### config.mk
export PLATFORM = sky130hd
export DESIGN_NAME = alu_multicycle
export DESIGN_NICKNAME = d
export VERILOG_FILES = /design/src/rtl/alu_pkg.sv /design/src/rtl/alu_mul_iter.sv /design/src/rtl/alu_multicycle.sv
export SDC_FILE = /design/constraint.sdc
export NUM_CORES = 1
export LEC_CHECK = 0
export ABC_AREA = 0
export ABC_CLOCK_PERIOD_IN_PS = 11180
export CORE_MARGIN = 2
export CORE_UTILIZATION = 52
export CTS_BUF_LIST = sky130_fd_sc_hd__clkbuf_16
export DETAILED_ROUTE_END_ITERATION = 16
export MAX_ROUTING_LAYER = met4
export PLACE_DENSITY_LB_ADDON = 0.05
export SETUP_SLACK_MARGIN = 0.02
export SYNTH_ARGS = -nofsm -noshare
export SYNTH_HDL_FRONTEND = slang
export SYNTH_SLANG_ARGS = --single-unit
### constraint.sdc
create_clock -name clk -period 11.18 [get_ports clk]
set_input_delay 2.236 -clock clk [delete_from_list [all_inputs] [get_ports clk]]
set_output_delay 2.236 -clock clk [all_outputs]
set_load 0.02 [all_outputs]
### src/rtl/alu_pkg.sv
// alu_pkg: shared constants for the multicycle ALU.
//   OPCODE_W          width of the aluControl opcode
//   ALU_ADD..ALU_MUL  opcode encodings; values 11-15 are unassigned
//   alu_state_t       FSM state encoding (IDLE, MUL, DONE)
package alu_pkg;

  localparam int OPCODE_W = 4;

  localparam logic [OPCODE_W-1:0] ALU_ADD  = 4'd0;
  localparam logic [OPCODE_W-1:0] ALU_SUB  = 4'd1;
  localparam logic [OPCODE_W-1:0] ALU_AND  = 4'd2;
  localparam logic [OPCODE_W-1:0] ALU_OR   = 4'd3;
  localparam logic [OPCODE_W-1:0] ALU_SLTU = 4'd4;
  localparam logic [OPCODE_W-1:0] ALU_SLT  = 4'd5;
  localparam logic [OPCODE_W-1:0] ALU_XOR  = 4'd6;
  localparam logic [OPCODE_W-1:0] ALU_SLL  = 4'd7;
  localparam logic [OPCODE_W-1:0] ALU_SRL  = 4'd8;
  localparam logic [OPCODE_W-1:0] ALU_SRA  = 4'd9;
  localparam logic [OPCODE_W-1:0] ALU_MUL  = 4'd10;

  typedef enum logic [1:0] {
    IDLE = 2'd0,
    MUL  = 2'd1,
    DONE = 2'd2
  } alu_state_t;

endpackage

### src/rtl/alu_mul_iter.sv
// alu_mul_iter: iterative shift-add multiplier, one partial-product step per cycle.
//   clk, reset  clock and synchronous active-high reset
//   start       load operands and begin WIDTH steps
//   a, b        multiplier / multiplicand, captured on start
//   busy        steps remain
//   done        this cycle performs the final step; product is the finished value
//   product     low WIDTH bits of a*b, valid while done is high
module alu_mul_iter #(
  parameter int WIDTH = 32
) (
  input  logic             clk,
  input  logic             reset,
  input  logic             start,
  input  logic [WIDTH-1:0] a,
  input  logic [WIDTH-1:0] b,
  output logic             busy,
  output logic             done,
  output logic [WIDTH-1:0] product
);

  localparam int CNT_W = $clog2(WIDTH + 1);

  logic [WIDTH-1:0] mcand;
  logic [WIDTH-1:0] mplier;
  logic [WIDTH-1:0] acc;
  logic [WIDTH-1:0] acc_next;
  logic [CNT_W-1:0] count;

  // Multiplicand shifts left each step, so bits beyond WIDTH fall off:
  // only the low WIDTH bits of the product are ever accumulated.
  assign acc_next = mplier[0] ? (acc + mcand) : acc;

  always_ff @(posedge clk) begin
    if (reset) begin
      mcand  <= '0;
      mplier <= '0;
      acc    <= '0;
      count  <= '0;
    end else if (start) begin
      mcand  <= b;
      mplier <= a;
      acc    <= '0;
      count  <= CNT_W'(WIDTH);
    end else if (count != '0) begin
      acc    <= acc_next;
      mcand  <= mcand << 1;
      mplier <= mplier >> 1;
      count  <= count - CNT_W'(1);
    end
  end

  assign busy    = (count != '0);
  assign done    = (count == CNT_W'(1));
  // Final step result is presented combinationally so the caller can
  // register it on the same edge the step completes.
  assign product = acc_next;

endmodule

### src/rtl/alu_multicycle.sv
// alu_multicycle: registered ALU with valid/ready handshake on both sides.
//   clk, reset          clock and synchronous active-high reset
//   inValid / inReady   operation handshake; captured when both high
//   srcA, srcB          operands (srcB low SHAMT_W bits are the shift amount)
//   aluControl          opcode (see alu_pkg)
//   outValid / outReady result handshake; consumed when both high
//   aluResult, zero     registered result and result==0 flag
//   illegal             opcode was unassigned
// Build option: ALU_MUL_EN enables the iterative multiplier for opcode 10;
// without it opcode 10 is reported illegal with single-cycle latency.
module alu_multicycle
  import alu_pkg::*;
#(
  parameter int WIDTH = 32
) (
  input  logic                clk,
  input  logic                reset,
  input  logic                inValid,
  output logic                inReady,
  input  logic [WIDTH-1:0]    srcA,
  input  logic [WIDTH-1:0]    srcB,
  input  logic [OPCODE_W-1:0] aluControl,
  output logic                outValid,
  input  logic                outReady,
  output logic [WIDTH-1:0]    aluResult,
  output logic                zero,
  output logic                illegal
);

  localparam int SHAMT_W = $clog2(WIDTH);

  alu_state_t         state;
  logic               accept;
  logic               is_mul;
  logic [SHAMT_W-1:0] shamt;
  logic [WIDTH-1:0]   comb_result;
  logic               comb_illegal;
  logic               mul_busy;
  logic               mul_done;
  logic [WIDTH-1:0]   mul_product;

  assign inReady = (state == IDLE) || ((state == DONE) && outReady);
  assign accept  = inValid && inReady;
  assign shamt   = srcB[SHAMT_W-1:0];

`ifdef ALU_MUL_EN
  assign is_mul = (aluControl == ALU_MUL);

  alu_mul_iter #(
    .WIDTH(WIDTH)
  ) u_mul (
    .clk    (clk),
    .reset  (reset),
    .start  (accept && is_mul),
    .a      (srcA),
    .b      (srcB),
    .busy   (mul_busy),
    .done   (mul_done),
    .product(mul_product)
  );
`else
  assign is_mul      = 1'b0;
  assign mul_busy    = 1'b0;
  assign mul_done    = 1'b0;
  assign mul_product = '0;
`endif

  // Opcode 10 falls into the default arm: it is illegal unless the
  // multiplier is built, in which case is_mul diverts it to the MUL state.
  always_comb begin
    comb_result  = '0;
    comb_illegal = 1'b0;
    case (aluControl)
      ALU_ADD:  comb_result = srcA + srcB;
      ALU_SUB:  comb_result = srcA - srcB;
      ALU_AND:  comb_result = srcA & srcB;
      ALU_OR:   comb_result = srcA | srcB;
      ALU_SLTU: comb_result = {{(WIDTH-1){1'b0}}, (srcA < srcB)};
      ALU_SLT:  comb_result = {{(WIDTH-1){1'b0}}, ($signed(srcA) < $signed(srcB))};
      ALU_XOR:  comb_result = srcA ^ srcB;
      ALU_SLL:  comb_result = srcA << shamt;
      ALU_SRL:  comb_result = srcA >> shamt;
      ALU_SRA:  comb_result = WIDTH'($signed(srcA) >>> shamt);
      default: begin
        comb_result  = '0;
        comb_illegal = 1'b1;
      end
    endcase
  end

  always_ff @(posedge clk) begin
    if (reset) begin
      state     <= IDLE;
      outValid  <= 1'b0;
      aluResult <= '0;
      zero      <= 1'b0;
      illegal   <= 1'b0;
    end else begin
      case (state)
        IDLE, DONE: begin
          if (accept) begin
            if (is_mul) begin
              state    <= MUL;
              outValid <= 1'b0;
            end else begin
              state     <= DONE;
              outValid  <= 1'b1;
              aluResult <= comb_result;
              zero      <= (comb_result == '0);
              illegal   <= comb_illegal;
            end
          end else if ((state == DONE) && outReady) begin
            state    <= IDLE;
            outValid <= 1'b0;
          end
        end
        MUL: begin
          if (mul_done) begin
            state     <= DONE;
            outValid  <= 1'b1;
            aluResult <= mul_product;
            zero      <= (mul_product == '0);
            illegal   <= 1'b0;
          end else if (!mul_busy) begin
            // Multiplier idle without finishing: never strand the FSM.
            state <= IDLE;
          end
        end
        default: begin
          state    <= IDLE;
          outValid <= 1'b0;
        end
      endcase
    end
  end

endmodule

==> summary.txt <==
Critical Path AT: 7.52 ns
Fin. Hold Viols: 0
initial antenna violation count: 0
Flop pwr share: 15.1%
worst hold path class: reg -> reg
critical path class: in -> reg
fraction of layout cells with a size suffix above 1: 8.74%
TritonCTS Buffers: 5
Root Buffer: clkbuf_16
switch share: 47.9%
DP Wirelength: 39.6 mm
measured slew at the worst slew-check pin: 1.12 ns
share of synthesized registers carrying an async set or reset: 0%
drt total wl: 51.5 mm
CTS H-tree lvls: 2
vias in the first global route: 12000
cells after synthesis: 1502
#FFs+latches synth: 35
TritonCTS clock tree: built
DR WL/cell: 28.7 µm
EDFF count, synth: 0
DRT iter0 DRCs: 1884
Ys Warns: 0
fin crit share: 65.3%
# hold bufs at CTS: 0
setup bufs post-CTS: 0
Worst setup SP type: primary input
Final TNS setup: 0 ns
critical path required time: 11.41 ns
first-pass GRT wire length: 76.6 mm
Nets: 1692
Resized cells post-CTS: 0
clock network power share: 19.4%
total track usage: 46.7%
grt ovf: 0
Hold Slack: 0.454 ns
total vias in the final route: 13400
CP delay by family, top: compound AO/OA/AOI/OAI gates
Core Area: 20800 µm²
P_sw: 446 µW
latest clock arrival within the worst-skew pair: 0.28 ns
Port Buffers: 107
RSZ-0062 raised after global routing: no
die height: 149 µm
Max rail drop VDD: 50.7 µV
Die Wd: 149 µm
most common cell after layout, fill and taps aside: nor2_1
setup ws final: 3.88 ns
Max Cap Viol: 0
post-route clock skew: 0.00568 ns
# DRC: 0
filler instances: 2010
TritonRoute pass-1 iters: 6
Die Area: 22200 µm²
Int Pwr: 484 µW
Pwr Density: 76.5 nW/µm²
Via-to-Cell Ratio: 7.48
part of the Yosys area used for sequential elements: 6.41%
relative slew slack: 23.1%
Slew Limit Fails: 0
IO Count: 108
Placement Cell Area: 12000 µm²
worst slack, placed: 3.90 ns
clock buffer depth: 2
critical path's slowest cell: a2111oi_0
routability cong.: 1.11
minimum clock period: 7.30 ns
prevailing post-synth register cell: dfxtp_1
combinational power share: 65.5%
largest net degree at the start of global routing: 74
Post-Syn Nets: 1673
clock-pin slew on the worst setup and hold paths: 0.06 ns
final instance area: 12200 µm²
Final ANT Viol Nets: 0
Crit. End Element: flip-flop
leak pwr: 4.91 nW
# setup viols final: 0
number of library cell types mapped by synthesis: 94
CP cell instances: clkdlybuf4s50_1 > buf_4 > inv_1 > ha_1 > inv_1 > a221o_1 > o211a_1 > a2111oi_0 > nor3_1 > o22ai_1 > mux2_2 > nor3_1 > nor4bb_1 > and4_1 > a41o_1
row cnt: 53
Initial Util: 52.5%
Max FO, Critical Path: 35
CP bufs+invs: 4
status: finished, final reports clean
Post-Syn Area: 10900 µm²
area grow syn2layout: 11.3%
Sink Count: 35
fmax: 0.137 GHz
Avg Cell Area, Syn: 7.28 µm²
most frequent cells in the layout: 165 x nor2_1, 130 x a21oi_1, 113 x nand2_1, 102 x clkdlybuf4s50_1, 100 x inv_1
max incr delay on CP: 0.98 ns
n_diodes: 0
cells in the mapped netlist, types with 7 or more instances:
library cell	n	area, µm²
nor2_1	165	619
a21oi_1	130	651
nand2_1	113	424
inv_1	101	379
ha_1	97	1210
clkbuf_1	76	285
o21ai_0	73	365
nor3_1	52	260
mux2i_1	47	470
a211oi_1	40	300
mux4_2	40	901
dfxtp_1	35	701
nand3_1	29	145
mux2_2	26	293
a31oi_1	22	138
o211ai_1	21	158
a221oi_1	20	175
a22oi_1	20	150
buf_2	19	95.1
nor2b_1	19	119
nor4_1	18	113
nand2b_1	17	106
nand4_1	17	106
a21o_1	15	113
o21bai_1	14	105
a211o_1	13	114
buf_1	13	48.8
o22ai_1	13	81.3
o31ai_1	13	97.6
mux4_1	12	315
or3_1	12	75.1
a221o_1	11	110
and3_1	10	62.6
o2111ai_1	10	87.6
o221ai_1	10	87.6
and2_1	9	56.3
xnor2_1	9	78.8
a2111oi_0	8	70.1
buf_6	7	78.8
per-stage QoR:
stage                     std cells  utilization, %  total power, mW
after CTS                      1797            58.4            0.903
after global placement         1789            57.5            0.718
after detailed placement       1789            57.5            0.722
final                          1797            58.4            0.931
after global routing           1797            58.4            0.966
after floorplan                1502               -            0.520
power by group through the flow:
stage / sequential, mW / combinational (mW) / clock [mW]
after floorplan: 0.156 / 0.364 / 0
after global placement: 0.143 / 0.575 / 0
after detailed placement: 0.143 / 0.578 / 0
after CTS: 0.141 / 0.582 / 0.181
after global routing: 0.142 / 0.638 / 0.187
final: 0.141 / 0.609 / 0.181
per-layer routing:
metal	vias to the layer above	global-route usage, %	wire length [µm]
met1	6363	61.9	19800
met3	210	10.6	7280
met5	-	-	0
met2	1118	68.6	21600
met4	0	19.2	2830
li1	5748	-	-
final cells by class:
cell class	instances	area [µm²]	area share, %
Sequential cell	35	701	5.76
Tap cell	275	344	2.83
Clock buffer	5	125	1.03
Inverter	103	387	3.18
Multi-Input combinational cell	1244	9310	76.5
Clock inverter	3	67.6	0.555
Timing Repair Buffer	132	1240	10.2
sequential cells by signal, summed over array words and instances, names as in the netlist:
signal,flops
illegal,1
zero,1
aluResult,32
outValid,1
tightest hold or removal path: stages (launching register included):
cell and delay, ns:
dfxtp_1 0.31, nand2_1 0.05, a21oi_1 0.05
cell families after synthesis:
kind of cell | synth area share, %
AOI/OAI and AO/OA | 32.0
muxes | 18.6
and+or+nand+nor | 22.0
buffers and inverters | 8.71
xor gates and xnor gates | 0.881
DFF | 6.41
adders and majority gates | 11.5
path summary, 6_finish.rpt:
path / endpoint / slack (ns) / depth (start not counted) / start
min reg2reg: aluResult[10] / 0.45 / 2 / aluResult[10]
min: aluResult[10] / 0.45 / 2 / aluResult[10]
max reg2reg: zero / 8.19 / 9 / outValid
max: zero / 3.88 / 15 / srcB[4]
No activity file was read; power rests on OpenSTA's default activity.
